<file path="config.mk">
export PLATFORM = sky130hd
export DESIGN_NAME = row_mem_pingpong
export DESIGN_NICKNAME = d
export VERILOG_FILES = /design/src/rtl/row_mem_pingpong.sv
export SDC_FILE = /design/constraint.sdc
export NUM_CORES = 2
export LEC_CHECK = 0
export BUFFER_PORTS_ARGS = -buffer_cell sky130_fd_sc_hd__buf_2
export CORE_MARGIN = 2
export CORE_UTILIZATION = 50
export DETAILED_ROUTE_END_ITERATION = 16
export PLACE_DENSITY = 0.65
export REMOVE_ABC_BUFFERS = 1
export SLEW_MARGIN = 20
export SYNTH_ARGS = -nofsm -noshare
export SYNTH_HDL_FRONTEND = slang
export SYNTH_SLANG_ARGS = --single-unit
</file>
<file path="constraint.sdc">
create_clock -name clk -period 3.29 [get_ports clk]
set_clock_uncertainty 0.05 [all_clocks]
set_input_delay 0.4935 -clock clk [delete_from_list [all_inputs] [get_ports clk]]
set_output_delay 0.4935 -clock clk [all_outputs]
set_load 0.01 [all_outputs]
</file>
<file path="src/rtl/row_mem_pingpong.sv">
// row_mem_pingpong
// Double-buffered row memory between the tile loader and one PE row-memory
// port. The loader streams a row into the write bank while the PE reads the
// other bank. The roles swap when a row completes and when the PE releases it.
//
// Ports
//   clk            rising-edge clock
//   reset          synchronous, active-high; clears all control state
//   flush          synchronous clear of all control state, same as reset
//   wr_valid       loader beat valid
//   wr_ready       write bank is accepting beats (~full[wb])
//   wr_data        element to store
//   wr_last        final element of the current row
//   rd_en          PE read request
//   rd_addr        PE read address within the current read bank
//   rd_data        registered read data, one cycle after rd_en
//   rd_data_valid  rd_data holds the result of a served read
//   row_ready      read bank is full; the PE may read it
//   row_len        element count of the read bank (0 when not ready)
//   row_release    PE is finished with the read bank ("release" is a
//                  reserved word, hence the prefix)
//   banks_full     number of full banks, 0..2
//   rd_err         sticky: rd_en seen while row_ready=0
module row_mem_pingpong #(
  parameter int DATA_BW = 8,
  parameter int ADDR_W  = 7
) (
  input  logic                      clk,
  input  logic                      reset,
  input  logic                      flush,
  input  logic                      wr_valid,
  output logic                      wr_ready,
  input  logic signed [DATA_BW-1:0] wr_data,
  input  logic                      wr_last,
  input  logic                      rd_en,
  input  logic [ADDR_W-1:0]         rd_addr,
  output logic signed [DATA_BW-1:0] rd_data,
  output logic                      rd_data_valid,
  output logic                      row_ready,
  output logic [ADDR_W:0]           row_len,
  input  logic                      row_release,
  output logic [1:0]                banks_full,
  output logic                      rd_err
);

  localparam int DEPTH = 1 << ADDR_W;
  localparam logic [ADDR_W:0] CNT_MAX = (ADDR_W + 1)'(DEPTH - 1);
  localparam logic [ADDR_W:0] CNT_ONE = (ADDR_W + 1)'(1);

  logic [DATA_BW-1:0] mem0_r [DEPTH];
  logic [DATA_BW-1:0] mem1_r [DEPTH];

  logic               wb_r;
  logic               rb_r;
  logic [ADDR_W:0]    wr_cnt_r;
  logic [1:0]         full_r;
  logic [ADDR_W:0]    len0_r;
  logic [ADDR_W:0]    len1_r;
  logic [DATA_BW-1:0] rd_data_r;
  logic               rd_data_valid_r;
  logic               rd_err_r;

  logic               wr_fire_s;
  logic               wr_done_s;
  logic               rd_fire_s;
  logic               rel_fire_s;
  logic [ADDR_W:0]    rd_len_s;
  logic [DATA_BW-1:0] rd_mem_s;
  logic [1:0]         full_n_s;

  // Handshake qualification, read-bank selection and next full flags.
  always_comb begin
    wr_fire_s  = 1'b0;
    wr_done_s  = 1'b0;
    rd_fire_s  = 1'b0;
    rel_fire_s = 1'b0;
    rd_len_s   = len0_r;
    rd_mem_s   = mem0_r[rd_addr];
    full_n_s   = full_r;

    wr_fire_s  = wr_valid & ~full_r[wb_r];
    // A row completes on wr_last or when the bank is about to overflow.
    wr_done_s  = wr_fire_s & (wr_last | (wr_cnt_r == CNT_MAX));
    rd_fire_s  = rd_en & full_r[rb_r];
    rel_fire_s = row_release & full_r[rb_r];

    if (rb_r) begin
      rd_len_s = len1_r;
      rd_mem_s = mem1_r[rd_addr];
    end else begin
      rd_len_s = len0_r;
      rd_mem_s = mem0_r[rd_addr];
    end

    // Completion is applied after release so it wins on the same bank.
    if (rel_fire_s) begin
      full_n_s[rb_r] = 1'b0;
    end else begin
      full_n_s = full_n_s;
    end
    if (wr_done_s) begin
      full_n_s[wb_r] = 1'b1;
    end else begin
      full_n_s = full_n_s;
    end
  end

  // Bank storage: write port only, contents are not reset.
  always_ff @(posedge clk) begin
    if (wr_fire_s && !wb_r) begin
      mem0_r[wr_cnt_r[ADDR_W-1:0]] <= wr_data;
    end
    if (wr_fire_s && wb_r) begin
      mem1_r[wr_cnt_r[ADDR_W-1:0]] <= wr_data;
    end
  end

  // Control state and registered read port.
  always_ff @(posedge clk) begin
    if (reset || flush) begin
      wb_r            <= 1'b0;
      rb_r            <= 1'b0;
      wr_cnt_r        <= {(ADDR_W + 1){1'b0}};
      full_r          <= 2'b00;
      len0_r          <= {(ADDR_W + 1){1'b0}};
      len1_r          <= {(ADDR_W + 1){1'b0}};
      rd_data_r       <= {DATA_BW{1'b0}};
      rd_data_valid_r <= 1'b0;
      rd_err_r        <= 1'b0;
    end else begin
      full_r <= full_n_s;

      if (wr_done_s) begin
        wb_r     <= ~wb_r;
        wr_cnt_r <= {(ADDR_W + 1){1'b0}};
        if (wb_r) begin
          len1_r <= wr_cnt_r + CNT_ONE;
        end else begin
          len0_r <= wr_cnt_r + CNT_ONE;
        end
      end else if (wr_fire_s) begin
        wr_cnt_r <= wr_cnt_r + CNT_ONE;
      end

      // The read in a release cycle already used the pre-toggle rb.
      if (rel_fire_s) begin
        rb_r <= ~rb_r;
      end

      if (rd_fire_s) begin
        rd_data_valid_r <= 1'b1;
        if ({1'b0, rd_addr} >= rd_len_s) begin
          rd_data_r <= {DATA_BW{1'b0}};
        end else begin
          rd_data_r <= rd_mem_s;
        end
      end else begin
        rd_data_valid_r <= 1'b0;
        if (rd_en) begin
          rd_err_r <= 1'b1;
        end
      end
    end
  end

  assign wr_ready      = ~full_r[wb_r];
  assign row_ready     = full_r[rb_r];
  assign row_len       = full_r[rb_r] ? rd_len_s : {(ADDR_W + 1){1'b0}};
  assign banks_full    = {1'b0, full_r[0]} + {1'b0, full_r[1]};
  assign rd_data       = rd_data_r;
  assign rd_data_valid = rd_data_valid_r;
  assign rd_err        = rd_err_r;

endmodule
</file>
# Word-level counts from Yosys, hierarchy flattened
# Memories as Yosys holds them, arrays and structs flattened.
# Cells that the tools add are included.
# word_totals
reg_bits	38
ram_bits	2048
inputBits	22
out_inout_bits	22
word_cells	60
mem_count	2
# classes
addsub	2
order_cmp	5
eq_ne	1
n_mux	19
n_bitwise	12
n_reduce_logical	10
# memory_table
name	words	width	read_ports	rd_clocked_by_memory_dff	write_ports	line	text
mem0_r	128	8	1	0	1	50	logic [DATA_BW-1:0] mem0_r [DEPTH];
mem1_r	128	8	1	0	1	51	logic [DATA_BW-1:0] mem1_r [DEPTH];
# ops
operator	count
$mux 8	4
$mux 1	11
$add 8x1->8 const B	1
$eq 8x7->1 const B	1
$ge 7x8->1	1
$reduce_and 2->1	3
$and 1x1->1	4
$logic_and 1x1->1	4
$lt 1x2->1 const B	2
$mux 2	2
$not 1->1	4
$add 1x1->2	1
$and 2x2->2	1
$demux 1 s1	2
$ge 1x1->1 const B	2
$not 2->2	1
$or 2x2->2	1
$reduce_or 2->1	1
$logic_not 1->1	1
$logic_or 1x1->1	1
$or 1x1->1	1

# Depth between registers and ports, before layout
# depth
word_depth	9
depth_mapped	13

# Worst setup path before layout
# OpenSTA, ideal clock, no wires.
# synth_path
kind	register -> register
from	register rb_r
to	register rd_data_r[0] (netlist: rd_data[0])
setup_ns	0.096
t_arrival_ns	2.530
required_ns	3.144
setup_slack_ns	0.614
path_stages_with_launch	10
path_buffers	3
cell_sequence	dfxtp_1 clkbuf_1 clkbuf_1 clkbuf_1 mux2i_1 ha_1 or2_2 a21oi_1 a21oi_1 o41ai_2
# synth_via
elab_chain_len	3
word_cells_on_any_way	7
# synth_lines
item	line	text
start: declaration	54	logic rb_r;
start signal: assignment	147	rb_r <= ~rb_r;
$mux 8 / $mux 1 (equally long branches)	87, 84	
$ge 7x8->1 / $mux 1 (equally long branches)	152, 84	
$mux 8 / $and 1x1->1 (equally long branches)	152, 84	
end signal: assignment	127	rd_data_r <= {DATA_BW{1'b0}};
end signal: assignment	153	rd_data_r <= {DATA_BW{1'b0}};
end signal: assignment	155	rd_data_r <= rd_mem_s;
end: declaration	59	logic [DATA_BW-1:0] rd_data_r;
# Parallel ways exist; a longest one is shown, timed or not. The select of a mux whose other input is x is not followed.
# A chain may end at the register's enable or synchronous reset.

# Worst setup path after layout
# layout_path
from	register rb_r
to	register rd_data_r[4] (netlist: rd_data[4])
# Same word-level chain as after synthesis.

==> summary.md <==
| Metric | Value |
|---|---|
| Layout cells sized above 1 | a little over a quarter |
| Fraction of registers with async set/reset | 0% |
| Initial core utilization | between 50% and 60% |
| Worst EP arrival | between 3 and 4 ns |
| Post-Synthesis Cells | 4304 |
| Final period utilization | around 96% |
| Cell Int Power | between 40 and 50 mW |
| Fin Hold WS | between 0.06 and 0.07 ns |
| Routed vias/inst | roughly 6.3 |
| # setup viols final | 0 |
| Crit path cell chain | buf_4, and2b_1, nand3_1, nor3_1, a2111oi_2, buf_4, o21ai_1, nor4_1, a32o_1 |
| Clock Path Buffers | 3 |
| Max Cap Violations | 0 |
| Post-synthesis mux area share | about 14% |
| Die H | ~410 um |
| Clock latency on the worst-skew pair | ~0.86 ns |
| Worst-case vdd ir drop | about 0.55 mV |
| Sequential Power Share | between 50% and 60% |
| FF+latch count, synth | 2086 |
| H-tree lvl count | 4 |
| Lkg Pwr | approximately 32 nW |
| Worst setup SP type | register |
| Syn Area/Cell | 19.2 um2 |
| Bufs and invs on worst path | 2 |
| GRT Util Overall | between 20% and 30% |
| Via count | 46103 |
| Setup Fix Bufs, Post-CTS | 0 |
| Post-layout instance area | just under 100000 um2 |
| IO Pins | between 40 and 50 |
| Crit Path Category | register to register |
| Post-synthesis compound-gate area fraction | about 4.8% |
| Floorplan row count | 149 |
| Slew headroom | between 20% and 30% |
| Switching pwr | between 10 and 15 mW |
| Fillcell total | roughly 12000 |
| Largest family of logic cells by synthesized area | multiplexers |
| Hold EP | wb_r |
| First-pass GRT wire length | approximately 330 mm |
| DRT iter0 DRCs | 6655 |
| Cts repair resizes | 0 |
| Clk root buf | clkbuf_16 |
| Post-synth EDFFs | between 2000 and 2500 |
| TritonCTS Buffers | ~200 |
| HPWL reported at the end of detailed placement | 154 mm |
| Placement Setup Slack | -0.561 ns |
| Worst r2r src | rb_r |
| Sw frac | a little over a fifth |
| DRT Wirelength | 234 mm |
| Gr ovfl total | 0 |
| Placer Congestion | ~0.9 |
| Reg2reg setup slack | around 0.13 ns |
| PD cells | roughly 570 nW/um2 |
| Status | finished, final reports clean |
| Non-filler cells, final | between 7000 and 8000 |
| Max Slew Vio Count | 0 |
| Commonest cells after routing, fill and taps aside | edfxtp_1, buf_4, mux2i_1 |
| Most used cell, CP | buf_4 |
| Clock network power share | 41.5% |
| Number of global-route vias before repair | between 40000 and 50000 |
| Initial antenna violation count | 7 |
| Min cycle time layout | ~3.2 ns |
| Post-synthesis sequential area ratio | about three quarters |
| Adder-cell share of the synthesized area | 0.136% |
| Slew at the pin closest to its max-slew limit | 1.08 ns |
| Synthesis Warnings | 0 |
| Post-DP Area | 90000 um2 |
| Most common cell after layout, fill and taps aside | edfxtp_1 |
| DR WL/cell | approximately 32 um |
| Syn Std Cell Area | about 83000 um2 |
| Dpl cells | between 6000 and 7000 |
| Core ar. | 165000 um2 |
| XOR/XNOR share of the synthesized area | less than 1% |
| TritonCTS clock tree | yes |
| HP Class | input pin to register |
| Setup TNS Final | 0 ns |
| Critical path required time | around 4 ns |
| Slowest-stage cell, CP | nor3_1 |
| Drt drc | 0 |
| Clock slew at reported path FFs | about 0.06 ns |
| Crit path max fanout | 6 |
| Final net count | about 5000 |
| Pre-antenna DRT Iters | 6 |
| Full die area | ~170000 um2 |
| PortBufs | 43 |
| Area Growth Syn to Fin | 16.7% |
| RSZ-0062 raised after global routing | false |
| Hold_sp | wr_last |
| Fmax | approximately 320 MHz |
| Clk sink count | between 2000 and 2500 |
| Post-Synth Simple-Gate Area | between 3 and 4% |
| Worst Reg-to-Reg Cells | 9 |
| Worst hold path depth | 4 |
| Power share of the combinational group | ~5.8% |
| Post-synth top flop | edfxtp_1 |
| Yosys cell types | between 70 and 80 |
| Pin count of the biggest net entering global routing | 97 |
| Worst setup margin | between 0.1 and 0.15 ns |
| Final core occ | 58.7% |
| Total power | between 50 and 60 mW |
| Final hold vios | 0 |
| Critical Path Max Stage Delay | about 0.68 ns |
| Critical path capture point type | register |
| Die X-Extent | about 410 um |
| Worst r2r dst | rd_data[4] |
| CTS Hold Bufs | 4 |
| Cell family with most CP delay | simple AND/OR/NAND/NOR gates |
| ANT nets after route | 0 |
cells in the mapped netlist, types with 9 or more instances:
cell      instances  area share, %
dfxtp_1          38           0.92
a221oi_2         10           0.18
a221oi_1        124            1.3
ha_1              9           0.14
nand2_1          93           0.42
mux4_1           12           0.38
o22ai_1          16           0.12
buf_2            55           0.33
mux2_2           24           0.33
a211oi_1         41           0.37
nor4_1           17           0.13
a22oi_1          32           0.29
o21ai_0          78           0.47
nand2b_1         21           0.16
a21oi_1          72           0.44
nand4_1          13          0.098
mux4_2          300            8.2
buf_4            22           0.20
nand3_1          39           0.24
edfxtp_1       2048             74
o31ai_1          22           0.20
nor3_1           39           0.24
buf_12           16           0.39
clkbuf_1        103           0.47
buf_6            47           0.64
buf_8            12           0.22
a221o_1          49           0.59
buf_1            16          0.073
nor2b_1          15           0.11
mux2i_1         431            5.2
and2_1            9          0.068
nor2_1          348            1.6
o211ai_1         12           0.11
state kept, by name, indices dropped and copies added (netlist names):
name	cells
full_r	2
len0_r	8
len1_r	8
mem0_r	1024
mem1_r	1024
rb_r	1
rd_data	8
rd_data_valid	1
rd_err	1
wb_r	1
wr_cnt_r	8
tightest hold or removal path, delay by kind of cell:
family	cells	cell delay [ns]
AO/OA/AOI/OAI	1	0.13
XOR/XNOR	1	0.16
buffers and inverters	1	0.10
AND/OR/NAND/NOR	1	0.04
power by group through the flow:
stage	sequential (mW)	clock [mW]	combinational [mW]
global route	29.2	24.2	3.34
floorplan	29.8	0	1.07
detailed placement	29.7	0	3.18
global placement	29.7	0	3.15
finish	29.2	23.0	3.22
CTS	29.2	23.2	3.19
final cells by class:
cell class | count | area [um2] | share of cell area, %
multi-input combinational | 1935 | 18600 | 19.2
clock inverter | 118 | 1130 | 1.17
inverter | 8 | 35.0 | 0.0362
antenna | 1 | 2.50 | 0.00259
tap | 2189 | 2740 | 2.83
sequential | 2086 | 62300 | 64.4
clock buffer | 259 | 5460 | 5.65
timing repair buffer | 718 | 6450 | 6.67
routing by layer:
| metal | track usage (%) | part of all wire (%) | wire length (um) |
|---|---|---|---|
| met1 | 39.9 | 39 | 92300 |
| met5 | 0 | 0.027 | 63 |
| met4 | 8.77 | 3.3 | 7730 |
| met2 | 42.3 | 46 | 108000 |
| met3 | 6.52 | 11 | 26300 |
cell families after synthesis:
group	Yosys count
AOI/OAI and AO/OA	525
adders and majority gates	9
and+or+nand+nor	620
DFF	2086
xor gates and xnor gates	14
buffers and inverters	283
muxes	767
how the worst max path moves through the flow:
stage | startpoint | end | slack, ns | depth (start not counted)
2_1_floorplan | rd_addr[1] | rd_data[7] | -1.93 | 6
3_3_place_gp | rd_addr[0] | rd_data[1] | -0.51 | 11
3_5_place_dp | rd_addr[0] | rd_data[1] | -0.56 | 11
4_1_cts | rb_r | row_len[0] | 0.19 | 6
5_1_grt | rb_r | row_len[0] | 0.09 | 6
6_report | rb_r | rd_data[4] | 0.13 | 9
(Power assumes the default switching activity.)
